$ cat src/rtl/memory_stage_lsu_if.sv
// Execute, dcache, writeback and hazard signals around the memory stage.
// master = the memory stage itself, slave = the surrounding pipeline/cache.
interface memory_stage_lsu_if #(
  parameter int XLEN = 32
);
  logic              execute_memory_valid;
  logic              execute_memory_load;
  logic              execute_memory_store;
  logic [2:0]        execute_memory_funct3;
  logic [XLEN-1:0]   execute_memory_addr;
  logic [XLEN-1:0]   execute_memory_wdata;
  logic [XLEN-1:0]   execute_memory_result;
  logic [4:0]        execute_memory_rd;
  logic              memory_execute_ready;

  logic [XLEN-1:0]   memory_dcache_addr;
  logic              memory_dcache_read;
  logic              memory_dcache_write;
  logic [XLEN-1:0]   memory_dcache_wdata;
  logic [XLEN/8-1:0] memory_dcache_wmask;
  logic [XLEN-1:0]   dcache_memory_rdata;
  logic              dcache_memory_resp;

  logic              memory_writeback_valid;
  logic [4:0]        memory_writeback_rd;
  logic [XLEN-1:0]   memory_writeback_data;

  logic              memory_hazard_stall;
  logic              memory_hazard_pc_redirect;
  logic [1:0]        memory_hazard_cause;

  modport master (
    input  execute_memory_valid, execute_memory_load, execute_memory_store,
           execute_memory_funct3, execute_memory_addr, execute_memory_wdata,
           execute_memory_result, execute_memory_rd,
           dcache_memory_rdata, dcache_memory_resp,
    output memory_execute_ready,
           memory_dcache_addr, memory_dcache_read, memory_dcache_write,
           memory_dcache_wdata, memory_dcache_wmask,
           memory_writeback_valid, memory_writeback_rd, memory_writeback_data,
           memory_hazard_stall, memory_hazard_pc_redirect, memory_hazard_cause
  );

  modport slave (
    output execute_memory_valid, execute_memory_load, execute_memory_store,
           execute_memory_funct3, execute_memory_addr, execute_memory_wdata,
           execute_memory_result, execute_memory_rd,
           dcache_memory_rdata, dcache_memory_resp,
    input  memory_execute_ready,
           memory_dcache_addr, memory_dcache_read, memory_dcache_write,
           memory_dcache_wdata, memory_dcache_wmask,
           memory_writeback_valid, memory_writeback_rd, memory_writeback_data,
           memory_hazard_stall, memory_hazard_pc_redirect, memory_hazard_cause
  );
endinterface

$ cat src/rtl/memory_stage_lsu.sv
// Pipeline memory stage: ALU pass-through, dcache load/store with held handshake,
// byte-lane steering, load extension, misalign trap and dcache timeout.
module memory_stage_lsu #(
  parameter int XLEN          = 32,
  parameter int TIMEOUT       = 255,
  parameter bit MISALIGN_TRAP = 1'b1
) (
  input  logic               clk,
  input  logic               rst,
  memory_stage_lsu_if.master bus
);
  localparam int NB   = XLEN / 8;
  localparam int OFFW = $clog2(NB);
  localparam int CNTW = (TIMEOUT > 1) ? $clog2(TIMEOUT) : 1;

  typedef enum logic {IDLE, ACCESS} state_t;

  state_t            state_reg;
  logic [CNTW-1:0]   cnt_reg;
  logic              load_reg;
  logic [2:0]        f3_reg;
  logic [OFFW-1:0]   off_reg;
  logic [4:0]        rd_reg;
  logic [XLEN-1:0]   dc_addr_reg;
  logic              dc_read_reg;
  logic              dc_write_reg;
  logic [XLEN-1:0]   dc_wdata_reg;
  logic [NB-1:0]     dc_wmask_reg;
  logic              wb_valid_reg;
  logic [4:0]        wb_rd_reg;
  logic [XLEN-1:0]   wb_data_reg;
  logic              stall_reg;
  logic              redirect_reg;
  logic [1:0]        cause_reg;

  // Request decode: illegal widths for this XLEN collapse to a plain word access.
  logic [2:0]        f3_norm;
  logic [OFFW-1:0]   size_low;
  logic [NB-1:0]     size_mask;
  logic [OFFW-1:0]   eff_off;
  logic              misaligned;
  logic              is_mem;

  always_comb begin
    f3_norm = bus.execute_memory_funct3;
    if (f3_norm == 3'd7 || (XLEN == 32 && (f3_norm == 3'd3 || f3_norm == 3'd6)))
      f3_norm = 3'd2;
    size_low   = OFFW'((32'd1 << f3_norm[1:0]) - 32'd1);
    size_mask  = NB'((32'd1 << (32'd1 << f3_norm[1:0])) - 32'd1);
    misaligned = |(bus.execute_memory_addr[OFFW-1:0] & size_low);
    eff_off    = bus.execute_memory_addr[OFFW-1:0] & ~size_low;
    is_mem     = bus.execute_memory_load | bus.execute_memory_store;
  end

  logic [XLEN-1:0] shifted;
  logic [XLEN-1:0] load_data;

  always_comb begin
    shifted = bus.dcache_memory_rdata >> {off_reg, 3'b000};
    case (f3_reg)
      3'd0:    load_data = XLEN'($signed(shifted[7:0]));
      3'd1:    load_data = XLEN'($signed(shifted[15:0]));
      3'd2:    load_data = XLEN'($signed(shifted[31:0]));
      3'd4:    load_data = XLEN'(shifted[7:0]);
      3'd5:    load_data = XLEN'(shifted[15:0]);
      3'd6:    load_data = XLEN'(shifted[31:0]);
      default: load_data = shifted;
    endcase
  end

  always_ff @(posedge clk or posedge rst) begin
    if (rst) begin
      state_reg    <= IDLE;
      cnt_reg      <= '0;
      load_reg     <= 1'b0;
      f3_reg       <= '0;
      off_reg      <= '0;
      rd_reg       <= '0;
      dc_addr_reg  <= '0;
      dc_read_reg  <= 1'b0;
      dc_write_reg <= 1'b0;
      dc_wdata_reg <= '0;
      dc_wmask_reg <= '0;
      wb_valid_reg <= 1'b0;
      wb_rd_reg    <= '0;
      wb_data_reg  <= '0;
      stall_reg    <= 1'b0;
      redirect_reg <= 1'b0;
      cause_reg    <= '0;
    end else begin
      wb_valid_reg <= 1'b0;
      redirect_reg <= 1'b0;
      cause_reg    <= '0;
      case (state_reg)
        IDLE: begin
          if (bus.execute_memory_valid && !is_mem) begin
            wb_valid_reg <= 1'b1;
            wb_data_reg  <= bus.execute_memory_result;
            wb_rd_reg    <= bus.execute_memory_rd;
          end else if (bus.execute_memory_valid) begin
            load_reg <= bus.execute_memory_load;
            f3_reg   <= f3_norm;
            off_reg  <= eff_off;
            rd_reg   <= bus.execute_memory_rd;
            if (MISALIGN_TRAP && misaligned) begin
              redirect_reg <= 1'b1;
              cause_reg    <= bus.execute_memory_load ? 2'd1 : 2'd2;
            end else begin
              state_reg    <= ACCESS;
              cnt_reg      <= '0;
              stall_reg    <= 1'b1;
              dc_addr_reg  <= {bus.execute_memory_addr[XLEN-1:OFFW], {OFFW{1'b0}}};
              dc_read_reg  <= bus.execute_memory_load;
              dc_write_reg <= !bus.execute_memory_load;
              dc_wdata_reg <= bus.execute_memory_wdata << {eff_off, 3'b000};
              dc_wmask_reg <= bus.execute_memory_load ? '0 : (size_mask << eff_off);
            end
          end
        end
        ACCESS: begin
          // A response on the timeout cycle still completes the access normally.
          if (bus.dcache_memory_resp) begin
            state_reg    <= IDLE;
            stall_reg    <= 1'b0;
            dc_read_reg  <= 1'b0;
            dc_write_reg <= 1'b0;
            dc_wmask_reg <= '0;
            if (load_reg) begin
              wb_valid_reg <= 1'b1;
              wb_data_reg  <= load_data;
              wb_rd_reg    <= rd_reg;
            end
          end else if (TIMEOUT != 0 && cnt_reg == CNTW'(TIMEOUT - 1)) begin
            state_reg    <= IDLE;
            stall_reg    <= 1'b0;
            dc_read_reg  <= 1'b0;
            dc_write_reg <= 1'b0;
            dc_wmask_reg <= '0;
            redirect_reg <= 1'b1;
            cause_reg    <= 2'd3;
          end else begin
            cnt_reg <= cnt_reg + 1'b1;
          end
        end
        default: state_reg <= IDLE;
      endcase
    end
  end

  // Ready is held low while reset is asserted so every output reads 0 in reset.
  assign bus.memory_execute_ready      = !rst && (state_reg == IDLE);
  assign bus.memory_dcache_addr        = dc_addr_reg;
  assign bus.memory_dcache_read        = dc_read_reg;
  assign bus.memory_dcache_write       = dc_write_reg;
  assign bus.memory_dcache_wdata       = dc_wdata_reg;
  assign bus.memory_dcache_wmask       = dc_wmask_reg;
  assign bus.memory_writeback_valid    = wb_valid_reg;
  assign bus.memory_writeback_rd       = wb_rd_reg;
  assign bus.memory_writeback_data     = wb_data_reg;
  assign bus.memory_hazard_stall       = stall_reg;
  assign bus.memory_hazard_pc_redirect = redirect_reg;
  assign bus.memory_hazard_cause       = cause_reg;
endmodule

$ cat src/flat_wrapper.sv
// flat-port wrapper written by rule: the top's interface ports become plain ports
module memory_stage_lsu_flat 
#(
  parameter int XLEN          = 32,
  parameter int TIMEOUT       = 255,
  parameter bit MISALIGN_TRAP = 1'b1
)
  (clk, rst, bus_execute_memory_valid, bus_execute_memory_load, bus_execute_memory_store, bus_execute_memory_funct3, bus_execute_memory_addr, bus_execute_memory_wdata, bus_execute_memory_result, bus_execute_memory_rd, bus_dcache_memory_rdata, bus_dcache_memory_resp, bus_memory_execute_ready, bus_memory_dcache_addr, bus_memory_dcache_read, bus_memory_dcache_write, bus_memory_dcache_wdata, bus_memory_dcache_wmask, bus_memory_writeback_valid, bus_memory_writeback_rd, bus_memory_writeback_data, bus_memory_hazard_stall, bus_memory_hazard_pc_redirect, bus_memory_hazard_cause);
  memory_stage_lsu_if #(.XLEN(XLEN)) bus_i ();
  input  logic clk;
  input  logic rst;
  input wire logic [$bits(bus_i.execute_memory_valid)-1:0] bus_execute_memory_valid;
  input wire logic [$bits(bus_i.execute_memory_load)-1:0] bus_execute_memory_load;
  input wire logic [$bits(bus_i.execute_memory_store)-1:0] bus_execute_memory_store;
  input wire logic [$bits(bus_i.execute_memory_funct3)-1:0] bus_execute_memory_funct3;
  input wire logic [$bits(bus_i.execute_memory_addr)-1:0] bus_execute_memory_addr;
  input wire logic [$bits(bus_i.execute_memory_wdata)-1:0] bus_execute_memory_wdata;
  input wire logic [$bits(bus_i.execute_memory_result)-1:0] bus_execute_memory_result;
  input wire logic [$bits(bus_i.execute_memory_rd)-1:0] bus_execute_memory_rd;
  input wire logic [$bits(bus_i.dcache_memory_rdata)-1:0] bus_dcache_memory_rdata;
  input wire logic [$bits(bus_i.dcache_memory_resp)-1:0] bus_dcache_memory_resp;
  output wire logic [$bits(bus_i.memory_execute_ready)-1:0] bus_memory_execute_ready;
  output wire logic [$bits(bus_i.memory_dcache_addr)-1:0] bus_memory_dcache_addr;
  output wire logic [$bits(bus_i.memory_dcache_read)-1:0] bus_memory_dcache_read;
  output wire logic [$bits(bus_i.memory_dcache_write)-1:0] bus_memory_dcache_write;
  output wire logic [$bits(bus_i.memory_dcache_wdata)-1:0] bus_memory_dcache_wdata;
  output wire logic [$bits(bus_i.memory_dcache_wmask)-1:0] bus_memory_dcache_wmask;
  output wire logic [$bits(bus_i.memory_writeback_valid)-1:0] bus_memory_writeback_valid;
  output wire logic [$bits(bus_i.memory_writeback_rd)-1:0] bus_memory_writeback_rd;
  output wire logic [$bits(bus_i.memory_writeback_data)-1:0] bus_memory_writeback_data;
  output wire logic [$bits(bus_i.memory_hazard_stall)-1:0] bus_memory_hazard_stall;
  output wire logic [$bits(bus_i.memory_hazard_pc_redirect)-1:0] bus_memory_hazard_pc_redirect;
  output wire logic [$bits(bus_i.memory_hazard_cause)-1:0] bus_memory_hazard_cause;
  assign bus_i.execute_memory_valid = bus_execute_memory_valid;
  assign bus_i.execute_memory_load = bus_execute_memory_load;
  assign bus_i.execute_memory_store = bus_execute_memory_store;
  assign bus_i.execute_memory_funct3 = bus_execute_memory_funct3;
  assign bus_i.execute_memory_addr = bus_execute_memory_addr;
  assign bus_i.execute_memory_wdata = bus_execute_memory_wdata;
  assign bus_i.execute_memory_result = bus_execute_memory_result;
  assign bus_i.execute_memory_rd = bus_execute_memory_rd;
  assign bus_i.dcache_memory_rdata = bus_dcache_memory_rdata;
  assign bus_i.dcache_memory_resp = bus_dcache_memory_resp;
  assign bus_memory_execute_ready = bus_i.memory_execute_ready;
  assign bus_memory_dcache_addr = bus_i.memory_dcache_addr;
  assign bus_memory_dcache_read = bus_i.memory_dcache_read;
  assign bus_memory_dcache_write = bus_i.memory_dcache_write;
  assign bus_memory_dcache_wdata = bus_i.memory_dcache_wdata;
  assign bus_memory_dcache_wmask = bus_i.memory_dcache_wmask;
  assign bus_memory_writeback_valid = bus_i.memory_writeback_valid;
  assign bus_memory_writeback_rd = bus_i.memory_writeback_rd;
  assign bus_memory_writeback_data = bus_i.memory_writeback_data;
  assign bus_memory_hazard_stall = bus_i.memory_hazard_stall;
  assign bus_memory_hazard_pc_redirect = bus_i.memory_hazard_pc_redirect;
  assign bus_memory_hazard_cause = bus_i.memory_hazard_cause;
  memory_stage_lsu #(.XLEN(XLEN), .TIMEOUT(TIMEOUT), .MISALIGN_TRAP(MISALIGN_TRAP)) u_core (.clk(clk), .rst(rst), .bus(bus_i));
endmodule
$ cat config.mk
export PLATFORM = sky130hd
export DESIGN_NAME = memory_stage_lsu_flat
export DESIGN_NICKNAME = d
export VERILOG_FILES = /design/src/rtl/memory_stage_lsu_if.sv /design/src/rtl/memory_stage_lsu.sv /design/src/flat_wrapper.sv
export SDC_FILE = /design/constraint.sdc
export NUM_CORES = 1
export LEC_CHECK = 0
export BUFFER_PORTS_ARGS = -buffer_cell sky130_fd_sc_hd__buf_2
export CAP_MARGIN = 20
export CORE_ASPECT_RATIO = 0.5
export CORE_MARGIN = 8
export CORE_UTILIZATION = 49
export CTS_CLUSTER_DIAMETER = 30
export DETAILED_ROUTE_END_ITERATION = 10
export GPL_TIMING_DRIVEN = 0
export HOLD_SLACK_MARGIN = 0.08
export PLACE_DENSITY = 0.81
export SYNTH_ARGS = -nofsm -noshare
export SYNTH_HDL_FRONTEND = slang
export SYNTH_SLANG_ARGS = --single-unit
$ cat constraint.sdc
create_clock -name clk -period 4.3 [get_ports clk]
set_input_delay 0 -clock clk [delete_from_list [all_inputs] [get_ports clk]]
set_output_delay 0 -clock clk [all_outputs]
set_load 0.02 [all_outputs]
==> flow_metrics.env, run 1 <==
export IMPL_status="finished, final reports clean"
export IMPL_vdd_drop_max_v=0.000292
export IMPL_first_iter_violations=427
export IMPL_required_ps=4590
export IMPL_avgRoutedWirePerCell_um=19.2
export IMPL_area_delta_synth_final_pct=54.5
export IMPL_wl_met2_mm=11.8
export IMPL_worstSetupStartpoint="u_core.state_reg"
export IMPL_clk_latency_ps=410
export IMPL_num_vias=6599
export IMPL_num_rows=29
export IMPL_highest_layer="met4"
export IMPL_finalWorstPathRequiredPeriod_ps=2620
export IMPL_drv_slew=0
export IMPL_cts_tree="yes"
export IMPL_die_area_mm2=0.0172
export IMPL_fp_dieH_um=96.8
export IMPL_dr_wl_met3_mm=1.87
export IMPL_clock_root_buffer="clkbuf_16"
export IMPL_clock_sinks=130
export IMPL_path_delay_family="buffers and inverters"
export IMPL_power_density_mw_per_mm2=499
export IMPL_synth_edff_count=0
export IMPL_synth_yosys_seq_area_share=0.508
export IMPL_worstSetupEndpointType="register"
export IMPL_synth_main_ff_cell="dfrtp_1"
export IMPL_synth_cell_types=49
export IMPL_worst_pin_slew_ps=761
export IMPL_clock_skew_final_ps=11.0
export IMPL_maxCapViolations=0
export IMPL_cp_common_cell="buf_2"
export IMPL_r2r_start="u_core.state_reg"
export IMPL_grt_ovfl_total=0
export IMPL_final_antenna_net_count=0
export IMPL_dp_hpwl_mm=15.8
export IMPL_setup_violations=0
export IMPL_leakagePower_uw=0.00485
export IMPL_max_freq_ghz=0.382
export IMPL_dp_cells=1054
export IMPL_htreeDepth=4
export IMPL_worst_setup_path_type="reg2reg"
export IMPL_synth_top_cells_by_area="dfrtp_1 51%, mux2i_1 10%, nand2_1 8.1%, mux2_2 4.2%, nor2_1 4.0%"
export IMPL_fin_nets=1188
export IMPL_antenna_found_initial=0
export IMPL_synth_top_area_cell="dfrtp_1"
export IMPL_vias_per_cell=5.38
export IMPL_syn_avg_cell_area_um2=10.2
export IMPL_rsz0062_at_grt="false"
export IMPL_dieWidth_um=178
export IMPL_cts_hold_repair_buffers=141
export IMPL_syn_inst=630
export IMPL_worst_path_max_fanout=10
export IMPL_finalPower_uw=4940
export IMPL_arrival_ps=2910
export IMPL_cts_path_max_buffers=2
export IMPL_diodes=0
export IMPL_wirelength_mm=23.6
export IMPL_cts_repair_resized=0
export IMPL_hold_violations=0
export IMPL_wl_met1_mm=8.90
export IMPL_cpMaxStageDelayCell="dlygate4sd3_1"
export IMPL_grt_pass1_vias=7133
export IMPL_synth_seq_cells=130
export IMPL_dp_worst_setup_slack_ps=2310
export IMPL_synthArstFlopShare=1.00
export IMPL_hold_class="in2reg"
export IMPL_initial_core_util=0.504
export IMPL_portBuffers=252
export IMPL_crit_path_cell_trace="buf_2 -> nand2b_1 -> o21ai_1 -> buf_2 -> buf_2 -> a221oi_1 -> dlygate4sd3_1"
export IMPL_coreArea_mm2=0.0127
export IMPL_maxSlewHeadroom=0.493
export IMPL_clk_pin_slew_ps=60
export IMPL_synth_top_cell_area_share=0.508
export IMPL_postCtsSetupRepairBufs=0
export IMPL_grt_max_degree=94
export IMPL_drive_above_1_share=0.335
export IMPL_first_pass_iters=5
export IMPL_numCtsBuffers=17
export IMPL_startpoint_type="register"
export IMPL_yosys_warnings=0
export IMPL_drc=0
export IMPL_gp_congestion=0.847
export IMPL_grtUsageTotal=0.275
export IMPL_io_pins=255
export IMPL_finalCritPeriodShare=0.609
export IMPL_holdCritStartpoint="bus_execute_memory_wdata[20]"
export IMPL_syn_area_mm2=0.00640
export IMPL_layout_setup_ws_ps=1680
export IMPL_path_buf_inv=4
export IMPL_grt_pass1_wl_mm=37.7
export IMPL_critPathMaxStageDelay_ps=590
export IMPL_final_cells=1226
==> power by group <==
part / internal, µW / switching (µW)
logic: 737 / 1060
clock network: 874 / 527
registers: 1550 / 191
==> worst paths after layout <==
path | end | slack [ps] | depth (start not counted)
min | u_core.bus.memory_dcache_wdata[28] | 100 | 4
max reg2reg | u_core.bus.memory_writeback_data[27] | 1680 | 7
min reg2reg | u_core.bus.memory_dcache_addr[2] | 470 | 2
min in group asynchronous | u_core.bus.memory_writeback_data[18] | 200 | 3
max in group asynchronous | u_core.rd_reg[1] | 3300 | 4
max | u_core.bus.memory_writeback_data[27] | 1680 | 7
==> cell type report <==
| class | count | area (µm²) |
|---|---|---|
| clock inverters | 11 | 113 |
| repair buffers | 394 | 2700 |
| flip-flops and latches | 130 | 3250 |
| inverters | 5 | 23.8 |
| clock buffers | 20 | 457 |
| multi-input cells | 450 | 2900 |
| well taps | 170 | 213 |
| fillers | 845 | 2810 |
| plain buffers | 46 | 233 |
==> worst reg2reg max path: cells and delay by family (launching register included) <==
family,cells,cell delay (ps)
buffers and inverters,4,1410
AOI/OAI and AO/OA,2,490
DFF,1,350
and+or+nand+nor,1,250
==> cells in the final DEF, fill, tap and decap left out, types with 4 or more instances in the layout <==
master         netlist  final
buf_2               21    273
dlygate4sd3_1        0    141
nand2_1            138    138
dfrtp_1            130    130
nor2_1              68     68
mux2i_1             66     66
mux2_2              24     24
a21oi_1             17     17
clkbuf_16            0     17
a221oi_1            14     14
clkbuf_1            12     13
o21ai_0             12     12
a221oi_2            10     10
a22o_1              10     10
o21ai_1              9      9
o2bb2ai_1            9      9
o31ai_1              9      9
nor2b_1              8      8
a2bb2oi_1            8      8
buf_4                7      7
clkinv_2             0      6
nand2b_1             5      5
nand3_1              5      5
buf_1                5      5
o211ai_1             4      4
inv_1                5      4
==> cells by family after synthesis <==
logic type,synth area share
xor+xnor,0.00274
other cells,0.000586
buf+inv,0.0393
fa+ha+maj,0.00391
mux,0.151
compound gates,0.141
flops,0.508
simple gates,0.154
==> synth_stat cells, drive strengths merged (2+ instances only) <==
cell type / n
clkbuf: 12
ha: 2
and3: 2
buf: 34
dfrtp: 130
nor3: 2
nor2b: 8
nand4: 3
nor2: 68
a2bb2oi: 8
o31ai: 9
a22o: 10
a221oi: 24
inv: 5
mux2: 25
a21oi: 19
or2: 2
nand2: 138
nand2b: 5
mux2i: 66
or3: 2
nand3: 5
o211ai: 4
o2bb2ai: 9
xor2: 2
a21o: 2
o21ai: 21
a311oi: 2
==> stage by stage <==
step	utilization	hold WS [ps]	setup TNS [ps]	area [µm²]
global placement	0.621	189	-83620	7880
global route	0.779	102	0	9890
floorplan	-	74.9	0	6410
finish	0.779	96.6	0	9890
CTS	0.779	84.6	0	9890
detailed placement	0.623	37.0	0	7910
==> routing by layer <==
layer,global-route usage,up-vias
met5,0,-
li1,-,3034
met1,0.314,3170
met3,0.0753,77
met4,0.136,0
met2,0.467,318
Note: power is estimated with default switching activity, not from simulation.
==> run 2, diff against run 1 <==
Clock period 4.3 ns to 2.45 ns, I/O delays scaled along.
==> run 2 against run 1 <==
  * Clock skew down 1.7 ps
  * Global-route usage about the same
  * Sequential share of layout area barely moved
  * Total power is 75% higher
  * Sequential power up 78%
  * Worst setup slack lost 1600 ps
  * Flip-flop and latch count did not move
  * Worst hold slack got worse by 7.9 ps
  * Register-to-register slack worse by 1600 ps
  * Clock power is 81% higher
  * Non-clock buffer count decreased by 5
  * Largest power group is now sequential cells
==> flow_metrics.env, run 2 (synthesis gave the netlist of run 1 again) <==
export IMPL_status="finished, final reports clean"
export IMPL_maxSlewHeadroom=0.454
export IMPL_first_iter_violations=492
export IMPL_numCtsBuffers=17
export IMPL_fin_nets=1183
export IMPL_finalCritPeriodShare=0.963
export IMPL_wirelength_mm=24.2
export IMPL_layout_common_cells="273 x buf_2, 138 x nand2_1, 134 x dlygate4sd3_1"
export IMPL_cpMaxStageDelayCell="dlygate4sd3_1"
export IMPL_drc=0
export IMPL_leakagePower_uw=0.00486
export IMPL_rsz0062_at_grt="false"
export IMPL_layout_commonest_cell="buf_2"
export IMPL_layout_setup_ws_ps=91.7
export IMPL_path_delay_family="buffers and inverters"
export IMPL_crit_path_cell_trace="dlygate4sd3_1 -> buf_2 -> nor3b_1 -> buf_2 -> clkbuf_2 -> a2bb2oi_1 -> dlygate4sd3_1 -> o21ai_1"
export IMPL_worst_setup_path_type="in2reg"
export IMPL_power_density_mw_per_mm2=874
export IMPL_final_antenna_net_count=0
export IMPL_n_fill_cell=816
export IMPL_first_pass_iters=5
export IMPL_cts_tree="yes"
export IMPL_required_ps=2720
export IMPL_vias_per_cell=5.48
export IMPL_grt_pass1_wl_mm=37.8
export IMPL_path_buf_inv=5
export IMPL_drv_slew=0
export IMPL_grt_ovfl_total=0
export IMPL_num_rows=29
export IMPL_dp_hpwl_mm=16.1
export IMPL_arrival_ps=2620
export IMPL_diodes=0
export IMPL_portBuffers=252
export IMPL_initial_core_util=0.504
export IMPL_worst_pin_slew_ps=819
export IMPL_startpoint_type="input pin"
export IMPL_finalWorstPathRequiredPeriod_ps=2360
export IMPL_gp_congestion=0.853
export IMPL_grt_max_degree=43
export IMPL_hold_violations=0
export IMPL_antenna_found_initial=0
export IMPL_drive_above_1_share=0.340
export IMPL_die_area_mm2=0.0172
export IMPL_grtUsageTotal=0.274
export IMPL_worst_path_max_fanout=10
export IMPL_clk_latency_ps=400
export IMPL_clock_root_buffer="clkbuf_16"
export IMPL_maxCapViolations=0
export IMPL_htreeDepth=4
export IMPL_io_pins=255
export IMPL_area_delta_synth_final_pct=54.4
export IMPL_dieWidth_um=178
export IMPL_grt_pass1_vias=7174
export IMPL_coreArea_mm2=0.0127
export IMPL_clock_skew_final_ps=9.33
export IMPL_worstSetupEndpointType="register"
export IMPL_num_vias=6682
export IMPL_fp_dieH_um=96.8
export IMPL_final_util=0.779
export IMPL_clock_sinks=130
export IMPL_setup_violations=0
export IMPL_hold_slack_ps=88.6
export IMPL_dp_worst_setup_slack_ps=428
export IMPL_clk_pin_slew_ps=60
export IMPL_critPathMaxStageDelay_ps=580
export IMPL_postCtsSetupRepairBufs=0
export IMPL_max_freq_ghz=0.424
export IMPL_hold_class="in2reg"
export IMPL_cts_path_max_buffers=2
export IMPL_avgRoutedWirePerCell_um=19.9
export IMPL_vdd_drop_max_v=0.000602
==> run 2: changes by cell type in the layout (fill, tap and decap cells not counted), moves of 2 or more <==
cell / previous run / this run
buf_12: 0 / 3
clkbuf_8: 2 / 6
dlygate4sd3_1: 141 / 134
clkbuf_2: 0 / 3
clkbuf_1: 13 / 11
clkinv_2: 6 / 1
==> run 2: metal layers <==
layer	GRT usage	wire length [µm]	up-vias	part of all wire
met5	0	0	-	0
met4	0.127	778	0	0.032
met3	0.0578	1710	65	0.071
met2	0.489	12400	336	0.51
met1	0.310	9290	3261	0.38
li1	-	-	3020	-
==> run 2: final timing paths <==
kind | start | to | slack, ps | cells past startpoint
min in group asynchronous | rst | u_core.bus.memory_dcache_addr[27] | 230 | 3
max in group asynchronous | rst | u_core.bus.memory_dcache_wdata[2] | 1410 | 5
setup reg to reg | u_core.off_reg[1] | u_core.bus.memory_writeback_data[31] | 120 | 5
setup / recovery | bus_execute_memory_funct3[1] | u_core.bus.memory_dcache_wdata[16] | 90 | 8
hold / removal | bus_execute_memory_addr[0] | u_core.bus.memory_dcache_wdata[2] | 90 | 3
hold reg to reg | u_core.bus.memory_hazard_stall | u_core.bus.memory_hazard_stall | 470 | 1
==> run 2: worst min-delay path: stages <==
cell    delay (ps)
buf_2          140
nor3_4         100
a22o_1         200
==> run 2: layout make-up <==
cell class                      count  area [µm²]  area share
Buffer                             46         236      0.0239
Sequential cell                   130        3250       0.329
Tap cell                          170         213      0.0215
Multi-Input combinational cell    450        2910       0.295
Inverter                            5        22.5     0.00228
Timing Repair Buffer              389        2660       0.269
Clock buffer                       25         515      0.0521
Clock inverter                      4        72.6     0.00734
==> run 2: repair_timing <==
item | 4_1_cts | 5_1_grt
setup endpoints to repair | 0 | 11
endpoints found under the hold margin | 139 | 0
gates resized for setup | 0 | 8
hold buffers | 134 | 0
==> run 2: stage by stage <==
stage	cells	total power, µW	TNS (ps)	area [µm²]
after floorplan	631	4760	0	6410
after global placement	1053	5740	-2010	7890
after detailed placement	1056	5850	0	7950
after CTS	1219	8620	0	9870
after global routing	1219	9040	0	9890
final	1219	8640	0	9890
==> run 2: power by group <==
part           switching (µW)  total [µW]  leakage (µW)  internal [µW]
combinational            1820        3010       0.00299           1190
clock                     899        2540      0.000287           1650
sequential                361        3090       0.00159           2730
==> run 3, diff against run 2 <==
--- a/config.mk
+++ b/config.mk
@@ -7,5 +7,4 @@
 export LEC_CHECK = 0
 export BUFFER_PORTS_ARGS = -buffer_cell sky130_fd_sc_hd__buf_2
-export CAP_MARGIN = 20
 export CORE_ASPECT_RATIO = 0.5
 export CORE_MARGIN = 8
==> constraint.sdc (replaced) <==
create_clock -name clk -period 2.45 [get_ports clk]
set_input_delay 0.3675 -clock clk [delete_from_list [all_inputs] [get_ports clk]]
set_output_delay 0.3675 -clock clk [all_outputs]
set_load 0.02 [all_outputs]
==> run 3 against run 2 <==
  * Total power decreased by 3.3%
  * Flip-flop and latch count unchanged
  * Critical path type is now reg2reg
  * Wire length decreased by 13%
  * Largest cell class unchanged
  * Sequential share of layout area increased by 5.2 points
  * Fmax increased by 16%
  * Die area unchanged
  * Non-clock buffer count decreased by 133
  * Global-route usage decreased by 3.5 points
  * Utilization decreased by 11 points
==> flow_metrics.env, run 3 (synthesis gave the netlist of run 1 again) <==
export IMPL_antenna_found_initial=0
export IMPL_io_pins=255
export IMPL_path_buf_inv=3
export IMPL_status="finished, final reports clean"
export IMPL_maxCapViolations=0
export IMPL_gp_congestion=0.853
export IMPL_die_area_mm2=0.0172
export IMPL_startpoint_type="register"
export IMPL_final_antenna_net_count=0
export IMPL_post_route_cell_area_mm2=0.00854
export IMPL_drive_above_1_share=0.385
export IMPL_hold_end="u_core.bus.memory_dcache_addr[7]"
export IMPL_leakagePower_uw=0.00428
export IMPL_max_freq_ghz=0.491
export IMPL_power_density_mw_per_mm2=979
export IMPL_first_pass_iters=5
export IMPL_final_cells=1086
export IMPL_fin_nets=1050
export IMPL_critPathMaxStageDelay_ps=350
export IMPL_dp_hpwl_mm=16.1
export IMPL_dieWidth_um=178
export IMPL_holdPathStages=3
export IMPL_rsz0062_at_grt="false"
export IMPL_cpMaxStageDelayCell="dfrtp_1"
export IMPL_holdCritStartpoint="bus_execute_memory_addr[7]"
export IMPL_vdd_drop_max_v=0.000544
export IMPL_wirelength_mm=21.1
export IMPL_diodes=0
export IMPL_numCtsBuffers=17
export IMPL_tns_ps=0
export IMPL_worst_setup_path_type="reg2reg"
export IMPL_vias_per_cell=5.48
export IMPL_clock_root_buffer="clkbuf_16"
export IMPL_finalCritPeriodShare=0.832
export IMPL_setup_violations=0
export IMPL_final_util=0.673
export IMPL_htreeDepth=4
export IMPL_clk_latency_ps=400
export IMPL_first_iter_violations=373
export IMPL_rrSetupSlack_ps=410
export IMPL_worst_path_max_fanout=10
export IMPL_maxSlewHeadroom=0.487
export IMPL_r2r_start="u_core.state_reg"
export IMPL_hold_slack_ps=150
export IMPL_num_vias=5946
export IMPL_finalWorstPathRequiredPeriod_ps=2040
export IMPL_clock_skew_final_ps=9.86
export IMPL_grt_pass1_wl_mm=33.0
export IMPL_worst_pin_slew_ps=770
export IMPL_layout_common_cells="273 x buf_2, 138 x nand2_1, 130 x dfrtp_1"
export IMPL_required_ps=2680
export IMPL_area_delta_synth_final_pct=33.4
export IMPL_dp_cells=1056
export IMPL_cts_tree="yes"
export IMPL_crit_path_cell_trace="buf_2 -> nand2b_1 -> o21ai_1 -> buf_2 -> buf_2 -> a221oi_1"
export IMPL_clock_sinks=130
export IMPL_portBuffers=252
export IMPL_clk_pin_slew_ps=60
export IMPL_worstSetupEndpointType="register"
export IMPL_r2r_end="u_core.bus.memory_writeback_data[12]"
export IMPL_path_delay_family="buffers and inverters"
export IMPL_avgRoutedWirePerCell_um=19.4
export IMPL_initial_core_util=0.504
export IMPL_drv_slew=0
export IMPL_grtUsageTotal=0.239
export IMPL_cts_path_max_buffers=2
export IMPL_num_rows=29
export IMPL_hold_violations=0
export IMPL_cp_common_cell="buf_2"
export IMPL_fp_dieH_um=96.8
export IMPL_place_area_mm2=0.00795
export IMPL_grt_ovfl_total=0
export IMPL_grt_max_degree=43
export IMPL_n_fill_cell=1006
export IMPL_arrival_ps=2260
export IMPL_coreArea_mm2=0.0127
export IMPL_reg2reg_depth=6
export IMPL_hold_class="in2reg"
export IMPL_cts_repair_resized=0
export IMPL_layout_commonest_cell="buf_2"
export IMPL_drc=0
export IMPL_grt_pass1_vias=6246
-- run 3: final cells by class --
| class | count | area, µm² | area share |
|---|---|---|---|
| sequential | 130 | 3250 | 0.381 |
| multi-input combinational | 450 | 2900 | 0.340 |
| tap | 170 | 213 | 0.0249 |
| clock buffer | 25 | 515 | 0.0603 |
| clock inverter | 4 | 72.6 | 0.00849 |
| inverter | 5 | 22.5 | 0.00264 |
| buffer | 46 | 233 | 0.0272 |
| timing repair buffer | 256 | 1330 | 0.156 |
-- run 3: worst max-delay path by stage --
| stage | startpoint | endpoint | slack [ps] | cells after the start |
|---|---|---|---|---|
| 4_1_cts | u_core.state_reg | u_core.bus.memory_writeback_data[12] | 400 | 6 |
| 3_5_place_dp | bus_execute_memory_funct3[1] | u_core.bus.memory_dcache_wdata[19] | 280 | 6 |
| 2_1_floorplan | rst | u_core.bus.memory_dcache_addr[10] | 470 | 1 |
| 3_3_place_gp | rst | u_core.bus.memory_dcache_wdata[18] | -390 | 2 |
| 6_report | u_core.state_reg | u_core.bus.memory_writeback_data[12] | 410 | 6 |
| 5_1_grt | u_core.state_reg | u_core.bus.memory_writeback_data[12] | 260 | 6 |
-- run 3: worst reg2reg max path, delay by kind of cell (launching register included) --
kind / cells / cell delay (ps)
and+or+nand+nor: 1 / 240
AOI/OAI and AO/OA: 2 / 490
DFF: 1 / 350
buffers and inverters: 3 / 790
-- run 3: metrics by stage --
stage / total power [µW] / worst slack [ps]
CTS: 8420 / 400
global placement: 5740 / -387
finish: 8360 / 412
floorplan: 4760 / 473
detailed placement: 5850 / 285
global route: 8790 / 263
-- run 3: power breakdown --
part           switching (µW)  internal [µW]  total, µW
Clock                     894           1640       2540
Sequential                344           2730       3070
Combinational            1730           1020       2750
-- run 3: timing repair --
action	in CTS	in global routing
setup buffers	0	0
hold endpoints to repair	22	0
hold buffers	1	0
-- run 3: routing by layer --
layer | up-vias | track usage | wire length (µm)
met2 | 271 | 0.403 | 10300
met4 | 0 | 0.104 | 684
met5 | - | 0 | 0
met3 | 58 | 0.0559 | 1640
li1 | 2752 | - | -
met1 | 2865 | 0.289 | 8460
